$ cat src/rtl/vdic_mult_arbiter.sv
// Two-requester round-robin arbiter in front of a single 16x16 signed multiplier.
// Optional watchdog on m_ack / m_result_rdy enabled by defining VDIC_ARB_TIMEOUT_EN.
module vdic_mult_arbiter #(
    parameter int TIMEOUT_CYCLES = 64
) (
    input  logic        clk,
    input  logic        rst,
    input  logic        s0_req,
    input  logic [15:0] s0_arg_a,
    input  logic        s0_arg_a_parity,
    input  logic [15:0] s0_arg_b,
    input  logic        s0_arg_b_parity,
    input  logic        s1_req,
    input  logic [15:0] s1_arg_a,
    input  logic        s1_arg_a_parity,
    input  logic [15:0] s1_arg_b,
    input  logic        s1_arg_b_parity,
    output logic        s0_ack,
    output logic [31:0] s0_result,
    output logic        s0_result_parity,
    output logic        s0_result_rdy,
    output logic        s0_arg_parity_error,
    output logic        s1_ack,
    output logic [31:0] s1_result,
    output logic        s1_result_parity,
    output logic        s1_result_rdy,
    output logic        s1_arg_parity_error,
    output logic        m_rst_n,
    output logic        m_req,
    output logic [15:0] m_arg_a,
    output logic [15:0] m_arg_b,
    output logic        m_arg_a_parity,
    output logic        m_arg_b_parity,
    input  logic        m_ack,
    input  logic [31:0] m_result,
    input  logic        m_result_parity,
    input  logic        m_result_rdy,
    input  logic        m_arg_parity_error,
    output logic        timeout_err
);

    typedef enum logic [1:0] {
        ST_IDLE     = 2'd0,
        ST_ISSUE    = 2'd1,
        ST_WAIT_RES = 2'd2
    } state_t;

    state_t      state_r, state_next_s;
    logic        grant_r, grant_next_s;
    logic        rr_prio_r;
    logic        start_s, accept_s, done_s, timeout_s;

    logic [15:0] op_a_r, op_b_r;
    logic        op_a_par_r, op_b_par_r;
    logic        m_req_r, m_rst_n_r, timeout_err_r;
    logic        s0_ack_r, s1_ack_r, s0_rdy_r, s1_rdy_r;
    logic [31:0] s0_res_r, s1_res_r;
    logic        s0_res_par_r, s1_res_par_r, s0_perr_r, s1_perr_r;

`ifdef VDIC_ARB_TIMEOUT_EN
    localparam int CNT_W = $clog2(TIMEOUT_CYCLES + 1);
    logic [CNT_W-1:0] wd_cnt_r;

    // Watchdog counter: restarts on every state entry, idles at zero.
    always_ff @(posedge clk) begin
        if (rst || start_s || accept_s || (state_r == ST_IDLE)) begin
            wd_cnt_r <= {CNT_W{1'b0}};
        end else begin
            wd_cnt_r <= wd_cnt_r + {{(CNT_W-1){1'b0}}, 1'b1};
        end
    end

    // A strobe arriving on the limit cycle still wins over the timeout.
    assign timeout_s = (wd_cnt_r == CNT_W'(TIMEOUT_CYCLES - 1)) &&
                       (((state_r == ST_ISSUE)    && !m_ack) ||
                        ((state_r == ST_WAIT_RES) && !m_result_rdy));
`else
    assign timeout_s = 1'b0;
`endif

    // FSM state register.
    always_ff @(posedge clk) begin
        if (rst) begin
            state_r <= ST_IDLE;
        end else begin
            state_r <= state_next_s;
        end
    end

    // Next-state logic and single-cycle control strobes.
    always_comb begin
        state_next_s = state_r;
        grant_next_s = grant_r;
        start_s      = 1'b0;
        accept_s     = 1'b0;
        done_s       = 1'b0;
        case (state_r)
            ST_IDLE: begin
                if (s0_req && s1_req) begin
                    grant_next_s = rr_prio_r;
                    start_s      = 1'b1;
                    state_next_s = ST_ISSUE;
                end else if (s0_req || s1_req) begin
                    grant_next_s = s1_req;
                    start_s      = 1'b1;
                    state_next_s = ST_ISSUE;
                end else begin
                    state_next_s = ST_IDLE;
                end
            end
            ST_ISSUE: begin
                if (m_ack) begin
                    accept_s     = 1'b1;
                    state_next_s = ST_WAIT_RES;
                end else if (timeout_s) begin
                    state_next_s = ST_IDLE;
                end else begin
                    state_next_s = ST_ISSUE;
                end
            end
            ST_WAIT_RES: begin
                if (m_result_rdy) begin
                    done_s       = 1'b1;
                    state_next_s = ST_IDLE;
                end else if (timeout_s) begin
                    state_next_s = ST_IDLE;
                end else begin
                    state_next_s = ST_WAIT_RES;
                end
            end
            default: begin
                state_next_s = ST_IDLE;
            end
        endcase
    end

    // Grant owner and round-robin pointer (pointer names who wins a tie).
    always_ff @(posedge clk) begin
        if (rst) begin
            grant_r   <= 1'b0;
            rr_prio_r <= 1'b0;
        end else if (start_s) begin
            grant_r   <= grant_next_s;
            rr_prio_r <= ~grant_next_s;
        end else begin
            grant_r   <= grant_r;
            rr_prio_r <= rr_prio_r;
        end
    end

    // Operand latch, multiplier handshake and per-channel result registers.
    always_ff @(posedge clk) begin
        if (rst) begin
            op_a_r        <= 16'h0000;
            op_b_r        <= 16'h0000;
            op_a_par_r    <= 1'b0;
            op_b_par_r    <= 1'b0;
            m_req_r       <= 1'b0;
            m_rst_n_r     <= 1'b0;
            timeout_err_r <= 1'b0;
            s0_ack_r      <= 1'b0;
            s1_ack_r      <= 1'b0;
            s0_rdy_r      <= 1'b0;
            s1_rdy_r      <= 1'b0;
            s0_res_r      <= 32'h0000_0000;
            s1_res_r      <= 32'h0000_0000;
            s0_res_par_r  <= 1'b0;
            s1_res_par_r  <= 1'b0;
            s0_perr_r     <= 1'b0;
            s1_perr_r     <= 1'b0;
        end else begin
            m_rst_n_r     <= ~timeout_s;
            timeout_err_r <= timeout_s;
            s0_ack_r      <= 1'b0;
            s1_ack_r      <= 1'b0;
            s0_rdy_r      <= 1'b0;
            s1_rdy_r      <= 1'b0;
            if (start_s) begin
                op_a_r     <= grant_next_s ? s1_arg_a : s0_arg_a;
                op_b_r     <= grant_next_s ? s1_arg_b : s0_arg_b;
                op_a_par_r <= grant_next_s ? s1_arg_a_parity : s0_arg_a_parity;
                op_b_par_r <= grant_next_s ? s1_arg_b_parity : s0_arg_b_parity;
                m_req_r    <= 1'b1;
            end else if (accept_s) begin
                m_req_r  <= 1'b0;
                s0_ack_r <= ~grant_r;
                s1_ack_r <= grant_r;
            end else if (done_s) begin
                if (grant_r) begin
                    s1_res_r     <= m_result;
                    s1_res_par_r <= m_result_parity;
                    s1_perr_r    <= m_arg_parity_error;
                    s1_rdy_r     <= 1'b1;
                end else begin
                    s0_res_r     <= m_result;
                    s0_res_par_r <= m_result_parity;
                    s0_perr_r    <= m_arg_parity_error;
                    s0_rdy_r     <= 1'b1;
                end
            end else if (timeout_s) begin
                // Abandoned transaction completes toward the requester as a parity error.
                m_req_r  <= 1'b0;
                s0_ack_r <= ~grant_r && (state_r == ST_ISSUE);
                s1_ack_r <= grant_r && (state_r == ST_ISSUE);
                if (grant_r) begin
                    s1_res_r     <= 32'h0000_0000;
                    s1_res_par_r <= 1'b0;
                    s1_perr_r    <= 1'b1;
                    s1_rdy_r     <= 1'b1;
                end else begin
                    s0_res_r     <= 32'h0000_0000;
                    s0_res_par_r <= 1'b0;
                    s0_perr_r    <= 1'b1;
                    s0_rdy_r     <= 1'b1;
                end
            end else begin
                m_req_r <= m_req_r;
            end
        end
    end

    assign m_rst_n             = m_rst_n_r;
    assign m_req               = m_req_r;
    assign m_arg_a             = op_a_r;
    assign m_arg_b             = op_b_r;
    assign m_arg_a_parity      = op_a_par_r;
    assign m_arg_b_parity      = op_b_par_r;
    assign timeout_err         = timeout_err_r;
    assign s0_ack              = s0_ack_r;
    assign s1_ack              = s1_ack_r;
    assign s0_result_rdy       = s0_rdy_r;
    assign s1_result_rdy       = s1_rdy_r;
    assign s0_result           = s0_res_r;
    assign s1_result           = s1_res_r;
    assign s0_result_parity    = s0_res_par_r;
    assign s1_result_parity    = s1_res_par_r;
    assign s0_arg_parity_error = s0_perr_r;
    assign s1_arg_parity_error = s1_perr_r;

endmodule

$ cat config.mk
export PLATFORM = sky130hd
export DESIGN_NAME = vdic_mult_arbiter
export DESIGN_NICKNAME = d
export VERILOG_FILES = /design/src/rtl/vdic_mult_arbiter.sv
export SDC_FILE = /design/constraint.sdc
export NUM_CORES = 1
export LEC_CHECK = 0
export BUFFER_PORTS_ARGS = -buffer_cell sky130_fd_sc_hd__clkbuf_2
export CAP_MARGIN = 15
export CELL_PAD_IN_SITES_DETAIL_PLACEMENT = 1
export CELL_PAD_IN_SITES_GLOBAL_PLACEMENT = 1
export CORE_UTILIZATION = 29
export CTS_CLUSTER_SIZE = 14
export DETAILED_ROUTE_END_ITERATION = 8
export GPL_ROUTABILITY_DRIVEN = 0
export GPL_TIMING_DRIVEN = 0
export PLACE_DENSITY = 0.8
export SLEW_MARGIN = 5
export SYNTH_ARGS = -nofsm -noshare
export SYNTH_HDL_FRONTEND = slang
export SYNTH_SLANG_ARGS = --single-unit
$ cat constraint.sdc
create_clock -name clk -period 1.4 [get_ports clk]
set_input_delay 0.07 -clock clk [delete_from_list [all_inputs] [get_ports clk]]
set_output_delay 0.07 -clock clk [all_outputs]
set_load 0.01 [all_outputs]
# Yosys cells after proc, flatten, opt, wreduce, memory -nomap -nowiden
# Index checks and enable logic that the tools add are counted.
# totals
register_bits	112
in_bits	108
elab_cells	58
# op_classes
n_eq_ne	2
muxes	24
n_bitwise	5
reduce_logical	8
# ops
op	n
$mux W16	2
$mux W1	18
$reduce_and A4 Y1	2
$mux W2	3
$pmux W2 S3	1
$not A1 Y1	5
$reduce_or A4 Y1	1
$reduce_or A3 Y1	1
$eq A2 B1 Y1 const B	1
$eq A2 B2 Y1 const B	1
$logic_not A2 Y1	1
$reduce_bool A2 Y1	1
$logic_and A1 B1 Y1	1
$logic_or A1 B1 Y1	1

# Logic depth before layout (Yosys ltp)
# depth
word_depth	6
mapped_depth	7
mapped_depth_nobuf	4

# Worst setup path before layout
# OpenSTA, ideal clock, no wires.
# synth_timing
path_kind	reg-to-reg
startpoint	register state_r[1]
endpoint	register op_a_r[7] (netlist: m_arg_a[7])
arrival_ps	1316
t_required_ps	1275
path_slack_ps	-41
stages_incl_launch_ff	8
synth_period_minus_slack_ps	1441
cell_sequence	dfxtp_1 > buf_6 > a211oi_2 > o2bb2ai_1 > buf_6 > buf_12 > mux2i_1 > o2bb2ai_2
# synth_between
elab_chain_cells	3
elab_cells_between_ends	4
# synth_rtl
item	line	rtl
start: declaration	48	state_t state_r, state_next_s;
start signal: assignment	86	state_r <= state_next_s;
$logic_not A2 Y1 *	97	case (state_r)
$mux W1	97	
$mux W16	179	op_a_r <= grant_next_s ? s1_arg_a : s0_arg_a;
end signal: assignment	179	
end: declaration	53	logic [15:0] op_a_r, op_b_r;
# Mark *: on every way between the ends. The rest lies on a longest branch, timed or not.
# A chain may end at the register's enable or synchronous reset.

# Worst setup path in the final report
# layout_timing
startpoint	register state_r[0]
endpoint	register op_a_r[3] (netlist: m_arg_a[3])
# The elaborated chain is that of the path after synthesis.

==> flow_metrics.tcl <==
set metrics [dict create \
    vias 4709 \
    antenna_found_initial 0 \
    internal_power_w 0.005888 \
    layout_setup_ws_ps -239.1 \
    h-tree-depth 3 \
    grt_start_max_net_pins 19 \
    final_common_cell "clkbuf_2" \
    worstPathRequired_ps 1630 \
    rsz0062_at_grt "yes" \
    synth_nets 556 \
    nNetsFinal 883 \
    worstSetupPathType "register to register" \
    cts_made_buffers 9 \
    power_switching_w 0.002255 \
    swShare_pct 27.69 \
    grt_pass1_vias 5048 \
    yosysWarnings 0 \
    outcome "finished, violations left" \
    core_area_um2 13930 \
    whs_path_depth 3 \
    wirelength_mm 19.33 \
    violations "setup timing" \
    cts.path.max_buffers 2 \
    maxCapViolCount 0 \
    ys.flop_type "dfxtp_1" \
    ctsRootBufferMaster "clkbuf_16" \
    final_cell_mix "215 x clkbuf_2, 109 x dfxtp_1, 84 x nand2_1" \
    comb_power_share_pct 22.4 \
    fin_skew_ps 10.34 \
    port_buffers 215 \
    synth-seq-cells 112 \
    syn_inst 448 \
    grt_usage_pct 22.65 \
    via_per_inst 4.905 \
    dr.pass1.iters 4 \
    cts_num_sinks 112 \
    ys_seq_area_share_pct 53.73 \
    fin_crit_sh_pct 117.1 \
    start_util_pct 29.95 \
    synth_edf_count 0 \
    synth.distinct_cells 28 \
    syn_avg_cell_area_um2 9.314 \
    drtIter0Drc 153 \
    fp-row-count 43 \
    cts_tree "built" \
    finalHoldViolCount 0 \
    fmax_mhz 610.1 \
    io_pins 217 \
    worst_slew_margin_rel_pct 49.14 \
    min_from "s0_arg_b[8]" \
    reg2regPathDepth 7 \
    wl_per_cell_um 20.13 \
    slew_viol_final 0 \
    drive_above_1_share_pct 54.74 \
    fin_crit_ps 1639 \
    grt-ovfl-total 0 \
    totalPowerFinal_w 0.008143 \
    hp-class "input port to register" \
    clk_latency_ps 350 \
    pre_cts_slack_ps -394.6 \
    hold-path-endpoint "m_arg_b[8]" \
    die_h_um 122.0 \
    powerDensity_nw_per_um2 1042 \
    reg2reg_from "state_r[0]" \
    fin_tns_setup_ps -9653 \
    clk_pin_slew_ps 80 \
    startpoint_type "register" \
    fp.dieW_um 122.0 \
    peakVddDrop_uv 742.1 \
    post-route-drc-count 0 \
    crit_fanout 6 \
    antenna_left 0 \
    arrival_ps 1870 \
    p_seq_share_pct 43.0 \
    antenna_cells 0 \
    r2r-end "m_arg_a[3]" \
    clkPwrFrac_pct 34.6 \
    nFillCells 1548 \
    syn_to_final_growth_pct 87.23 \
    r2r_setup_slack_ps -240 \
    worst_pin_slew_ps 762.8 \
    synthArstFlopShare_pct 0 \
    grt_pass1_wl_mm 25.65 \
    syn-cell-area_um2 4173 \
    power.leakage_nw 3.455 \
    cp-end-kind "register" \
    setup_violations 84 \
    place_hpwl_mm 10.81 \
    dieArea_um2 14870 \
]
-- per-stage QoR --
step	utilization (%)	cell area, µm²	hold slack [ps]	instances
3_3_place_gp	39.28	5474	308.0	843
3_5_place_dp	39.28	5474	321.3	843
2_1_floorplan	-	4173	159.2	448
4_1_cts	48.46	6753	0.6777	946
5_1_grt	56.07	7812	14.12	960
6_report	56.07	7812	13.13	960
-- repair_timing --
item | 4_1_cts | 5_1_grt
setup buffers | 16 | 6
hold buffers | 71 | 1
gates cloned | 1 | 9
endpoints found under the hold margin | 88 | 1
pin swaps | 3 | 89
setup endpoints to repair | 101 | 102
resized for setup | 31 | 216
-- sequential cells by signal, summed over array words and instances, names as in the netlist, 2 cells and up, named ones only --
register	cells
m_arg_a	16
m_arg_b	16
s0_result	32
s1_result	32
state_r	2
-- final cells by class --
class                      count  area (µm²)  share of cell area, %
timing repair buffer         318        2238                  28.65
sequential                   112        2248                  28.78
tap                          180       225.2                  2.883
clock inverter                 6       92.59                  1.185
inverter                       2       7.507                0.09609
clock buffer                  10       229.0                  2.931
buffer                        33       326.6                  4.180
multi-input combinational    299        2445                  31.29
-- cells by family (layout without fill, tap and decap cells) --
logic type             after synthesis  in the layout  share of synthesized area, %
AND/OR/NAND/NOR                    156            156                         15.26
other                                1              1                       0.08987
flip-flops                         112            112                         53.73
buffers and inverters               37            369                         5.997
AO/OA/AOI/OAI                      108            108                         16.76
multiplexers                        34             34                         8.156
-- worst max-delay path, cell delays in order, from the launching register on --
cell and delay, ps:
dfxtp_2 330, buf_6 130, a211oi_4 200, o2bb2ai_4 160, buf_6 180, clkbuf_16 160, mux2i_1 230, o2bb2ai_1 130
-- worst max path at each step --
stage               start            end  slack (ps)  depth (start not counted)
6_report       state_r[0]     m_arg_a[3]        -240                          7
5_1_grt        state_r[0]     m_arg_a[3]        -270                          7
4_1_cts        state_r[1]     m_arg_a[7]        -170                          7
3_5_place_dp     register  s1_result[30]        -390                          5
3_3_place_gp     register  s1_result[19]        -350                          5
2_1_floorplan  state_r[1]     m_arg_a[7]         -40                          7
-- per-layer routing --
layer	vias up	global-route usage [%]	wire, µm
met1	2298	22.78	6840
met4	0	11.81	684
met5	-	0	0
met3	46	5.150	922
li1	2180	-	-
met2	185	42.94	10880
-- power by group through the flow --
stage               combinational [W]  clock, W  sequential, W
global route                  0.00191   0.00298        0.00352
global placement              0.00107         0        0.00351
finish                        0.00182   0.00282        0.00350
detailed placement            0.00112         0        0.00352
CTS                           0.00140   0.00286        0.00346
floorplan                    0.000560         0        0.00358
-- Yosys cell counts, drive strengths merged (2+ instances only) --
cell type	n	area [µm²]
nand2	139	521.8
a21oi	69	345.3
buf	19	182.7
inv	2	7.510
dfxtp	112	2242
clkbuf	16	60.06
nor3	3	25.02
nor2	5	18.77
nor3b	3	27.52
o2bb2ai	35	319.1
mux2i	34	340.3
No activity file was read; power rests on OpenSTA's default activity.
